## config.mk

```make
export PLATFORM = sky130hd
export DESIGN_NAME = ftc_vec_sequencer
export DESIGN_NICKNAME = d
export VERILOG_FILES = /design/src/rtl/ftc_seq_pkg.sv /design/src/rtl/ftc_vec_ram.sv /design/src/rtl/ftc_vec_sequencer.sv
export SDC_FILE = /design/constraint.sdc
export NUM_CORES = 1
export LEC_CHECK = 0
export CORE_AREA = 2 2 108 152
export DETAILED_ROUTE_END_ITERATION = 10
export DIE_AREA = 0 0 110 154
export DONT_BUFFER_PORTS = 1
export PLACE_DENSITY = 0.67
export SYNTH_ARGS = -nofsm -noshare
export SYNTH_HDL_FRONTEND = slang
export SYNTH_SLANG_ARGS = --single-unit
```

## constraint.sdc

```tcl
create_clock -name clk -period 2.9 [get_ports clk]
set_input_delay 0.29 -clock clk [delete_from_list [all_inputs] [get_ports clk]]
set_output_delay 0.29 -clock clk [all_outputs]
set_load 0.05 [all_outputs]
```

## src/rtl/ftc_seq_pkg.sv

```systemverilog
// Shared types for the FTC vector sequencer: FSM state encoding and vector-word layout.
package ftc_seq_pkg;

    typedef enum logic [2:0] {
        IDLE   = 3'd0,
        APPLY  = 3'd1,
        SETTLE = 3'd2,
        CHECK  = 3'd3,
        DONE   = 3'd4
    } state_t;

    // Bit positions inside one 8-bit vector word
    localparam int CIN_B  = 7;
    localparam int I_HI   = 6;
    localparam int I_LO   = 3;
    localparam int C_B    = 2;
    localparam int COUT_B = 1;
    localparam int S_B    = 0;

    typedef struct packed {
        logic       cin;
        logic [3:0] i;
        logic       c;
        logic       cout;
        logic       s;
    } vec_t;

endpackage

```

## src/rtl/ftc_vec_ram.sv

```systemverilog
// NUM_VEC x 8 vector store: synchronous write, asynchronous read, write-first bypass.
module ftc_vec_ram
    import ftc_seq_pkg::*;
#(
    parameter int NUM_VEC = 16,
    parameter int AW      = $clog2(NUM_VEC)
) (
    input  logic          clk,
    input  logic          we,
    input  logic [AW-1:0] waddr,
    input  vec_t          wdata,
    input  logic [AW-1:0] raddr,
    output vec_t          rdata
);

    vec_t mem [NUM_VEC];

    always_ff @(posedge clk) begin
        if (we) begin
            mem[waddr] <= wdata;
        end
    end

    // A same-cycle write to the read address is forwarded so the reader sees the new word
    assign rdata = (we && (waddr == raddr)) ? wdata : mem[raddr];

endmodule

```

## src/rtl/ftc_vec_sequencer.sv

```systemverilog
// Self-checking stimulus/compare controller for an external four-to-two compressor cell.
// Optional build macro FTC_SEQ_STOP_ON_ERR_EN ends the run at the first mismatching vector.
module ftc_vec_sequencer
    import ftc_seq_pkg::*;
#(
    parameter int NUM_VEC = 16,
    parameter int AW      = $clog2(NUM_VEC),
    parameter int DUT_LAT = 0,
    parameter int ERR_W   = 7
) (
    input  logic             clk,
    input  logic             rst_n,
    input  logic             wr_en,
    input  logic [AW-1:0]    wr_addr,
    input  logic [7:0]       wr_data,
    input  logic [AW:0]      num_vec,
    input  logic             start,
    output logic             dut_cin,
    output logic [3:0]       dut_i,
    input  logic             dut_c,
    input  logic             dut_cout,
    input  logic             dut_s,
    output logic             busy,
    output logic             done,
    output logic             pass,
    output logic [ERR_W-1:0] err_cnt,
    output logic             first_err_vld,
    output logic [AW-1:0]    first_err_idx
);

    // Settle counter runs 0..DUT_LAT-1
    localparam int SW = (DUT_LAT > 1) ? $clog2(DUT_LAT) : 1;

    state_t            state;
    state_t            state_nxt;
    logic [AW-1:0]     idx;
    logic [AW:0]       nv_q;
    logic [AW:0]       nv_clamp;
    logic [SW-1:0]     settle_cnt;
    logic [2:0]        exp_q;
    vec_t              rd_word;
    logic [ERR_W-1:0]  err_nxt;
    logic              running;
    logic              ram_we;
    logic              last_vec;
    logic              mismatch;
    logic              settle_end;
    logic              accept;
    logic              load_stim;
    logic              do_check;
    logic              enter_done;

    assign running    = (state == APPLY) || (state == SETTLE) || (state == CHECK);
    assign ram_we     = wr_en && !running;
    assign nv_clamp   = (num_vec > (AW+1)'(NUM_VEC)) ? (AW+1)'(NUM_VEC) : num_vec;
    assign last_vec   = ({1'b0, idx} == (nv_q - (AW+1)'(1)));
    assign mismatch   = ({dut_c, dut_cout, dut_s} != exp_q);
    assign settle_end = (settle_cnt == SW'(DUT_LAT - 1));

    ftc_vec_ram #(
        .NUM_VEC (NUM_VEC),
        .AW      (AW)
    ) u_ram (
        .clk   (clk),
        .we    (ram_we),
        .waddr (wr_addr),
        .wdata (wr_data),
        .raddr (idx),
        .rdata (rd_word)
    );

    always_ff @(posedge clk or negedge rst_n) begin
        if (!rst_n) begin
            state <= IDLE;
        end else begin
            state <= state_nxt;
        end
    end

    always_comb begin
        state_nxt = state;
        case (state)
            IDLE, DONE: begin
                if (start) begin
                    state_nxt = (nv_clamp == '0) ? DONE : APPLY;
                end
            end
            APPLY: begin
                state_nxt = (DUT_LAT > 0) ? SETTLE : CHECK;
            end
            SETTLE: begin
                if (settle_end) begin
                    state_nxt = CHECK;
                end
            end
            CHECK: begin
                state_nxt = last_vec ? DONE : APPLY;
`ifdef FTC_SEQ_STOP_ON_ERR_EN
                if (mismatch) begin
                    state_nxt = DONE;
                end
`endif
            end
            default: state_nxt = IDLE;
        endcase
    end

    always_comb begin
        accept     = ((state == IDLE) || (state == DONE)) && start;
        load_stim  = (state == APPLY);
        do_check   = (state == CHECK);
        enter_done = accept ? (nv_clamp == '0) : (do_check && (state_nxt == DONE));
        err_nxt    = err_cnt;
        if (accept) begin
            err_nxt = '0;
        end else if (do_check && mismatch && (err_cnt != '1)) begin
            err_nxt = err_cnt + ERR_W'(1);
        end
    end

    always_ff @(posedge clk or negedge rst_n) begin
        if (!rst_n) begin
            idx           <= '0;
            nv_q          <= '0;
            settle_cnt    <= '0;
            exp_q         <= '0;
            dut_cin       <= 1'b0;
            dut_i         <= '0;
            busy          <= 1'b0;
            done          <= 1'b0;
            pass          <= 1'b1;
            err_cnt       <= '0;
            first_err_vld <= 1'b0;
            first_err_idx <= '0;
        end else begin
            done    <= enter_done;
            busy    <= (state_nxt == APPLY) || (state_nxt == SETTLE) || (state_nxt == CHECK);
            err_cnt <= err_nxt;
            if (enter_done) begin
                pass <= (err_nxt == '0);
            end
            if (accept) begin
                first_err_vld <= 1'b0;
                first_err_idx <= '0;
                nv_q          <= nv_clamp;
                idx           <= '0;
            end
            if (load_stim) begin
                dut_cin    <= rd_word[CIN_B];
                dut_i      <= rd_word[I_HI:I_LO];
                exp_q      <= {rd_word[C_B], rd_word[COUT_B], rd_word[S_B]};
                settle_cnt <= '0;
            end
            if (state == SETTLE) begin
                settle_cnt <= settle_cnt + SW'(1);
            end
            if (do_check) begin
                if (mismatch && !first_err_vld) begin
                    first_err_vld <= 1'b1;
                    first_err_idx <= idx;
                end
                if (!last_vec) begin
                    idx <= idx + AW'(1);
                end
            end
        end
    end

endmodule

```

; Word-level counts from Yosys, hierarchy flattened
; Memory sizes are Yosys's and may differ from the RTL's. A register that Yosys moved wholly into a read port is not among the register bits.
; Cells that the tools add are included.
[word_totals]
ff_bits = 28
latchBits = 0
mem_bits_rw = 128
mem_bits_ro = 0
in_bits = 24
out_inout_bits = 20
wordCells = 68
mem_count = 1
[op_classes]
n_addsub = 4
mul = 0
div = 0
n_lt_le_gt_ge = 1
eq_ne = 11
n_shift = 0
muxes = 22
bitwise = 0
reduce_logical = 19
[memory_table]
columns = memory, depth, width, rd, rd_clocked_by_memory_dff, write_ports, line
row1 = u_ram.mem, 16, 8, 1, 1, 1, ftc_vec_ram.sv:16  ; vec_t mem [NUM_VEC];
[ops]
columns = op, n
row1 = $mux W4, 6
row2 = $mux W7, 2
row3 = $eq A3 B2 Y1 const B, 4
row4 = $mux W3, 4
row5 = $pmux W3 S4, 1
row6 = $mux W1, 8
row7 = $add A7 B1 Y7 const B, 1
row8 = $logic_not A7 Y1, 1
row9 = $ne A7 B7 Y1 const B, 1
row10 = $eq A3 B1 Y1 const B, 2
row11 = $eq A3 B3 Y1 const B, 2
row12 = $logic_and A1 B1 Y1, 6
row13 = $eq A4 B5 Y1, 1
row14 = $gt A5 B5 Y1 const B, 1
row15 = $logic_not A5 Y1, 1
row16 = $logic_or A1 B1 Y1, 5
row17 = $mux W5, 1
row18 = $sub A5 B1 Y5 const B, 1
row19 = $add A4 B1 Y4 const B, 1
row20 = $logic_not A1 Y1, 3
row21 = $logic_not A3 Y1, 1
row22 = $ne A3 B3 Y1, 1
row23 = $reduce_bool A2 Y1, 1
row24 = $reduce_or A2 Y1, 1
row25 = $add A1 B1 Y1 const B, 1

; Depth between registers and ports, before layout
[depth]
word_depth = 9
depth_mapped = 8
ltp_nobuf = 8

; Hierarchy
; A second synthesis with hierarchy kept.
[hier_totals]
cells_unflattened = 414
area_unflattened_um2 = 7143.1
[modules_own_cells]
columns = module, n_inst, cells_per_inst, area_each_um2, seq_area_each_um2
row1 = ftc_vec_ram, 1, 234, 5240.0, 3843.7
row2 = ftc_vec_sequencer, 1, 180, 1903.1, 902.1

; Worst setup path after synthesis
; No wires, ideal clock.
[synth_timing]
path_kind = register to register
start = reg state[1]
end = mem u_ram.mem[4][0] (netlist bit), enable pin
setup_time_ns = 0.383
arrival_ns = 1.986
required_ns = 2.517
setup_slack_ns = 0.530
path_stages_with_launch = 6
path_buffers = 1
synth_period_minus_slack_ns = 2.370
cell_sequence = dfrtp_1 > buf_2 > nor2_1 > o21ai_0 > or3b_2 > nor3_1
[synth_between]
elab_chain_len = 7
elab_cells_between_ends = 9
classes_between = 3 x eq/ne / 2 x mux / 4 x reduce/logical
[synth_lines]
columns = item, line
row1 = "start, declared", ftc_vec_sequencer.sv:34  ; state_t state;
row2 = "start signal, assigned", ftc_vec_sequencer.sv:76  ; state <= state_nxt;
row3 = $eq A3 B1 Y1 / $eq A3 B2 Y1 (equally long branches), ftc_vec_sequencer.sv:53  ; assign running = (state == APPLY) || (state == SETTLE) || (state == CHECK);
row4 = $logic_or A1 B1 Y1, ftc_vec_sequencer.sv:53
row5 = $logic_or A1 B1 Y1 *, ftc_vec_sequencer.sv:53
row6 = $logic_not A1 Y1 *, ftc_vec_sequencer.sv:54  ; assign ram_we = wr_en && !running;
row7 = $logic_and A1 B1 Y1 *, ftc_vec_sequencer.sv:54
row8 = $mux W1 *, ftc_vec_ram.sv:19  ; if (we) begin
row9 = $mux W1 (implied by the code) *, ftc_vec_ram.sv:20  ; mem[waddr] <= wdata;
row10 = "end, declared", ftc_vec_ram.sv:16
; Every way passes the cells marked *; elsewhere a longest branch is shown, timed or not.

; Final worst setup path
[layout_timing]
start = reg err_cnt[0]
end = reg pass
[layout_between]
elab_chain_len = 5
elab_cells_between_ends = 6
classes_between = 1 x add/sub / 1 x eq/ne / 2 x mux / 2 x reduce/logical
[layout_lines]
columns = item, line
row1 = "start, declared", ftc_vec_sequencer.sv:26  ; output logic [ERR_W-1:0] err_cnt,
row2 = "start signal, assigned", ftc_vec_sequencer.sv:138  ; err_cnt <= err_nxt;
row3 = branches (longest 2 deep; another with $add A7 B1 Y7), -
row4 = $mux W7 *, ftc_vec_sequencer.sv:116  ; end else if (do_check && mismatch && (err_cnt != '1)) begin
row5 = $mux W7 *, ftc_vec_sequencer.sv:114  ; if (accept) begin
row6 = net err_nxt[1], ftc_vec_sequencer.sv:42  ; logic [ERR_W-1:0] err_nxt;
row7 = $logic_not A7 Y1 *, ftc_vec_sequencer.sv:140  ; pass <= (err_nxt == '0);
row8 = "end signal, assigned", ftc_vec_sequencer.sv:140
row9 = "end, declared", ftc_vec_sequencer.sv:25  ; output logic pass,
; Mark *: on every way through the listed nets, which the timed path passes.
; A chain may end at the register's enable or synchronous reset.

==> flow_metrics.tcl <==
set metrics [dict create \
    grt_pass1_vias 3776 \
    first_pass_iters 4 \
    drive_above_1_share_pct 20.5 \
    root_buffer "clkbuf_16" \
    wl_um 14000 \
    synth_cell_types 44 \
    clock_latency_ns 0.42 \
    crit_family "simple AND/OR/NAND/NOR gates" \
    status "finished, final reports clean" \
    ant_nets 0 \
    initial_core_util_pct 44.5 \
    via_count 3584 \
    rsz0062_at_grt "no" \
    worstPathMaxFanout 7 \
    cts_tree "yes" \
    port-buffer-count 0 \
    ff2ff_setup_slack_ns 0.70 \
    timing.final.hold_violations 0 \
    wl_per_cell_um 21.9 \
    max_freq_ghz 0.454 \
    ys.flop_type "edfxtp_1" \
    die_width_um 110 \
    relSlewSlack_pct 54.1 \
    fin_cells 641 \
    fin_crit_sh_pct 75.9 \
    yosys_warnings 0 \
    grt-ovfl-total 0 \
    cpPeakStageDelay_ns 0.43 \
    cts_sinks 164 \
    maxCapViolCount 0 \
    synth_nets 417 \
    coreArea_um2 15500 \
    route.detailed.drc 0 \
    syn_inst 390 \
    criticalPathCategory "reg -> reg" \
    clock_path_buffers 2 \
    async_flop_share_pct 22.0 \
    grt_max_degree 37 \
    io_pins 44 \
    dp_cells 597 \
    critical_path_required_ns 3.25 \
    grt_antenna_before_repair 0 \
    holdWs_ns 0.0392 \
    clkTransAtPathRegs_ns 0.06 \
    area_growth_pct 14.8 \
    slew_viol_final 0 \
    grt_first_pass_wirelength_um 21200 \
    die_h_um 154 \
    synth-seq-area-share_pct 69.0 \
    finalCriticalPeriod_ns 2.20 \
    r2r_start "err_cnt[0]" \
    synth_area_um2 6880 \
    gp_congestion 0.804 \
    path_cells "buf_4, ha_1, nand3_1, or3_1, nand2_1, mux2i_1, nand4b_1, a2bb2oi_1" \
    holdCritStartpoint "num_vec[3]" \
    reg2reg_to "pass" \
    ys_ff_latch 164 \
    fin_skew_ns 0.0108 \
    cts_inserted_buffers 17 \
    grtUsageTotal_pct 17.4 \
    start_kind "flip-flop" \
    nFillCells 1258 \
    htreeDepth 4 \
    cp_slowest_cell "or3_1" \
    worstMarginPinSlew_ns 0.689 \
    worst-path-buf-inv 1 \
    nNetsFinal 458 \
    placementRows 54 \
    drt_iter0_drc 264 \
    hpwl_um 9270 \
    vias_per_cell 5.59 \
    irDropWorstVdd_uv 554 \
    final_core_util_pct 51.0 \
    worst-r2r-cell-count 8 \
    hp-class "in -> reg" \
    setup_viol 0 \
    tns_ns 0 \
    worstHoldEndpoint "nv_q[3]" \
    die-area_um2 16900 \
    synth_edf_count 128 \
    cp-end-kind "flip-flop" \
    cp_data_arrival_time_ns 2.55 \
    syn_avg_cell_area_um2 17.6 \
    p_leak_nw 2.83 \
    worst_hold_path.num_cells 2 \
    cts_setup_buffers 0 \
    p_per_area_nw_per_um2 963 \
]
==> routing by layer <==
| metal | global-route usage [%] | share of wire (%) |
|---|---|---|
| met1 | 20.8 | 40 |
| met2 | 29.4 | 53 |
| met3 | 5.21 | 6.5 |
| met4 | 6.51 | 1.1 |
| met5 | 0 | 0 |
==> worst max path at each step <==
stage | end | start | cells past startpoint | slack (ns)
detailed placement | pass | err_cnt[2] | 6 | 0.73
floorplan | u_ram.mem[4][0] | state[1] | 5 | 0.53
finish | pass | err_cnt[0] | 8 | 0.70
global route | pass | err_cnt[2] | 6 | 0.54
global placement | exp_q[2] | idx[0] | 4 | 0.77
CTS | pass | err_cnt[2] | 6 | 0.71
==> sequential cells by signal, indices dropped and copies added (netlist names) <==
name / count
state: 3
exp_q: 3
nv_q: 5
settle_cnt: 1
first_err_vld: 1
idx: 4
dut_cin: 1
first_err_idx: 4
pass: 1
dut_i: 4
err_cnt: 7
u_ram.mem: 128
busy: 1
done: 1
==> worst register-to-register path: stages (launching register included) <==
cell and delay [ns]:
dfrtp_1 0.32, buf_4 0.24, ha_1 0.26, nand3_1 0.15, or3_1 0.43, nand2_1 0.23
mux2i_1 0.15, nand4b_1 0.19, a2bb2oi_1 0.17
==> per-stage QoR <==
step	instance area [µm²]	power, mW	worst slack (ns)
finish	7890	7.60	0.700
global placement	7240	5.54	0.772
detailed placement	7240	5.59	0.726
floorplan	6880	5.11	0.530
global route	7890	7.94	0.545
CTS	7890	7.68	0.712
==> final cells by class <==
cell class	count	area [µm²]	area share [%]
Timing Repair Buffer	40	350	4.44
Clock inverter	12	97.6	1.24
Multi-Input combinational cell	200	1980	25.1
Tap cell	196	245	3.11
Clock buffer	20	437	5.53
Antenna cell	1	2.50	0.0317
Sequential cell	164	4750	60.1
Inverter	8	30.0	0.380
==> Yosys cell counts, types with 2 or more instances <==
cell type	count	area share (%)
a21oi_1	6	0.44
or3_1	2	0.18
o22ai_1	4	0.36
mux4_1	22	8.4
xor2_1	5	0.64
o21a_1	2	0.22
ha_1	3	0.55
nand2_1	31	1.7
nor2_1	29	1.6
nand3_1	5	0.36
nand3b_1	6	0.65
mux2i_1	6	0.87
edfxtp_1	128	56
mux4_2	18	5.9
buf_2	4	0.29
xnor2_1	10	1.3
buf_8	2	0.44
nand2b_1	5	0.45
mux2_4	8	1.7
clkbuf_1	10	0.55
inv_1	8	0.44
o21ai_0	13	0.95
o2111ai_1	2	0.25
dfrtp_1	35	13
nor3_1	7	0.51
==> power by group <==
group	internal, mW	switching (mW)	total [mW]
logic	1.16	1.07	2.23
clock network	1.11	0.920	2.03
registers	2.78	0.553	3.33
total	5.05	2.54	7.60
==> logic make-up (layout without fill, tap and decap cells) <==
family,after synthesis,in the layout,share of synthesized area [%]
AO/OA/AOI/OAI,32,32,2.80
XOR/XNOR,15,15,1.91
adder cells (fa/ha/maj),3,3,0.546
buffers and inverters,26,80,2.16
flip-flops,164,164,69.0
multiplexers,55,55,17.1
other,0,1,0
AND/OR/NAND/NOR,95,95,6.49
==> layout by cell type (no fill, tap or decap), types with 10 or more instances in the layout <==
master,netlist,layout
dlygate4sd3_1,0,10
dfrtp_1,35,34
buf_4,0,28
clkbuf_16,0,17
nand2_1,31,31
nor2_1,29,29
mux4_2,18,18
edfxtp_1,128,128
o21ai_0,13,13
mux4_1,22,22
xnor2_1,10,10
==> timing repair <==
item	in CTS	in global routing
hold endpoints to repair	165	0
gates resized for setup	0	0
hold buffers	11	0
Note: power is estimated with default switching activity, not from simulation.
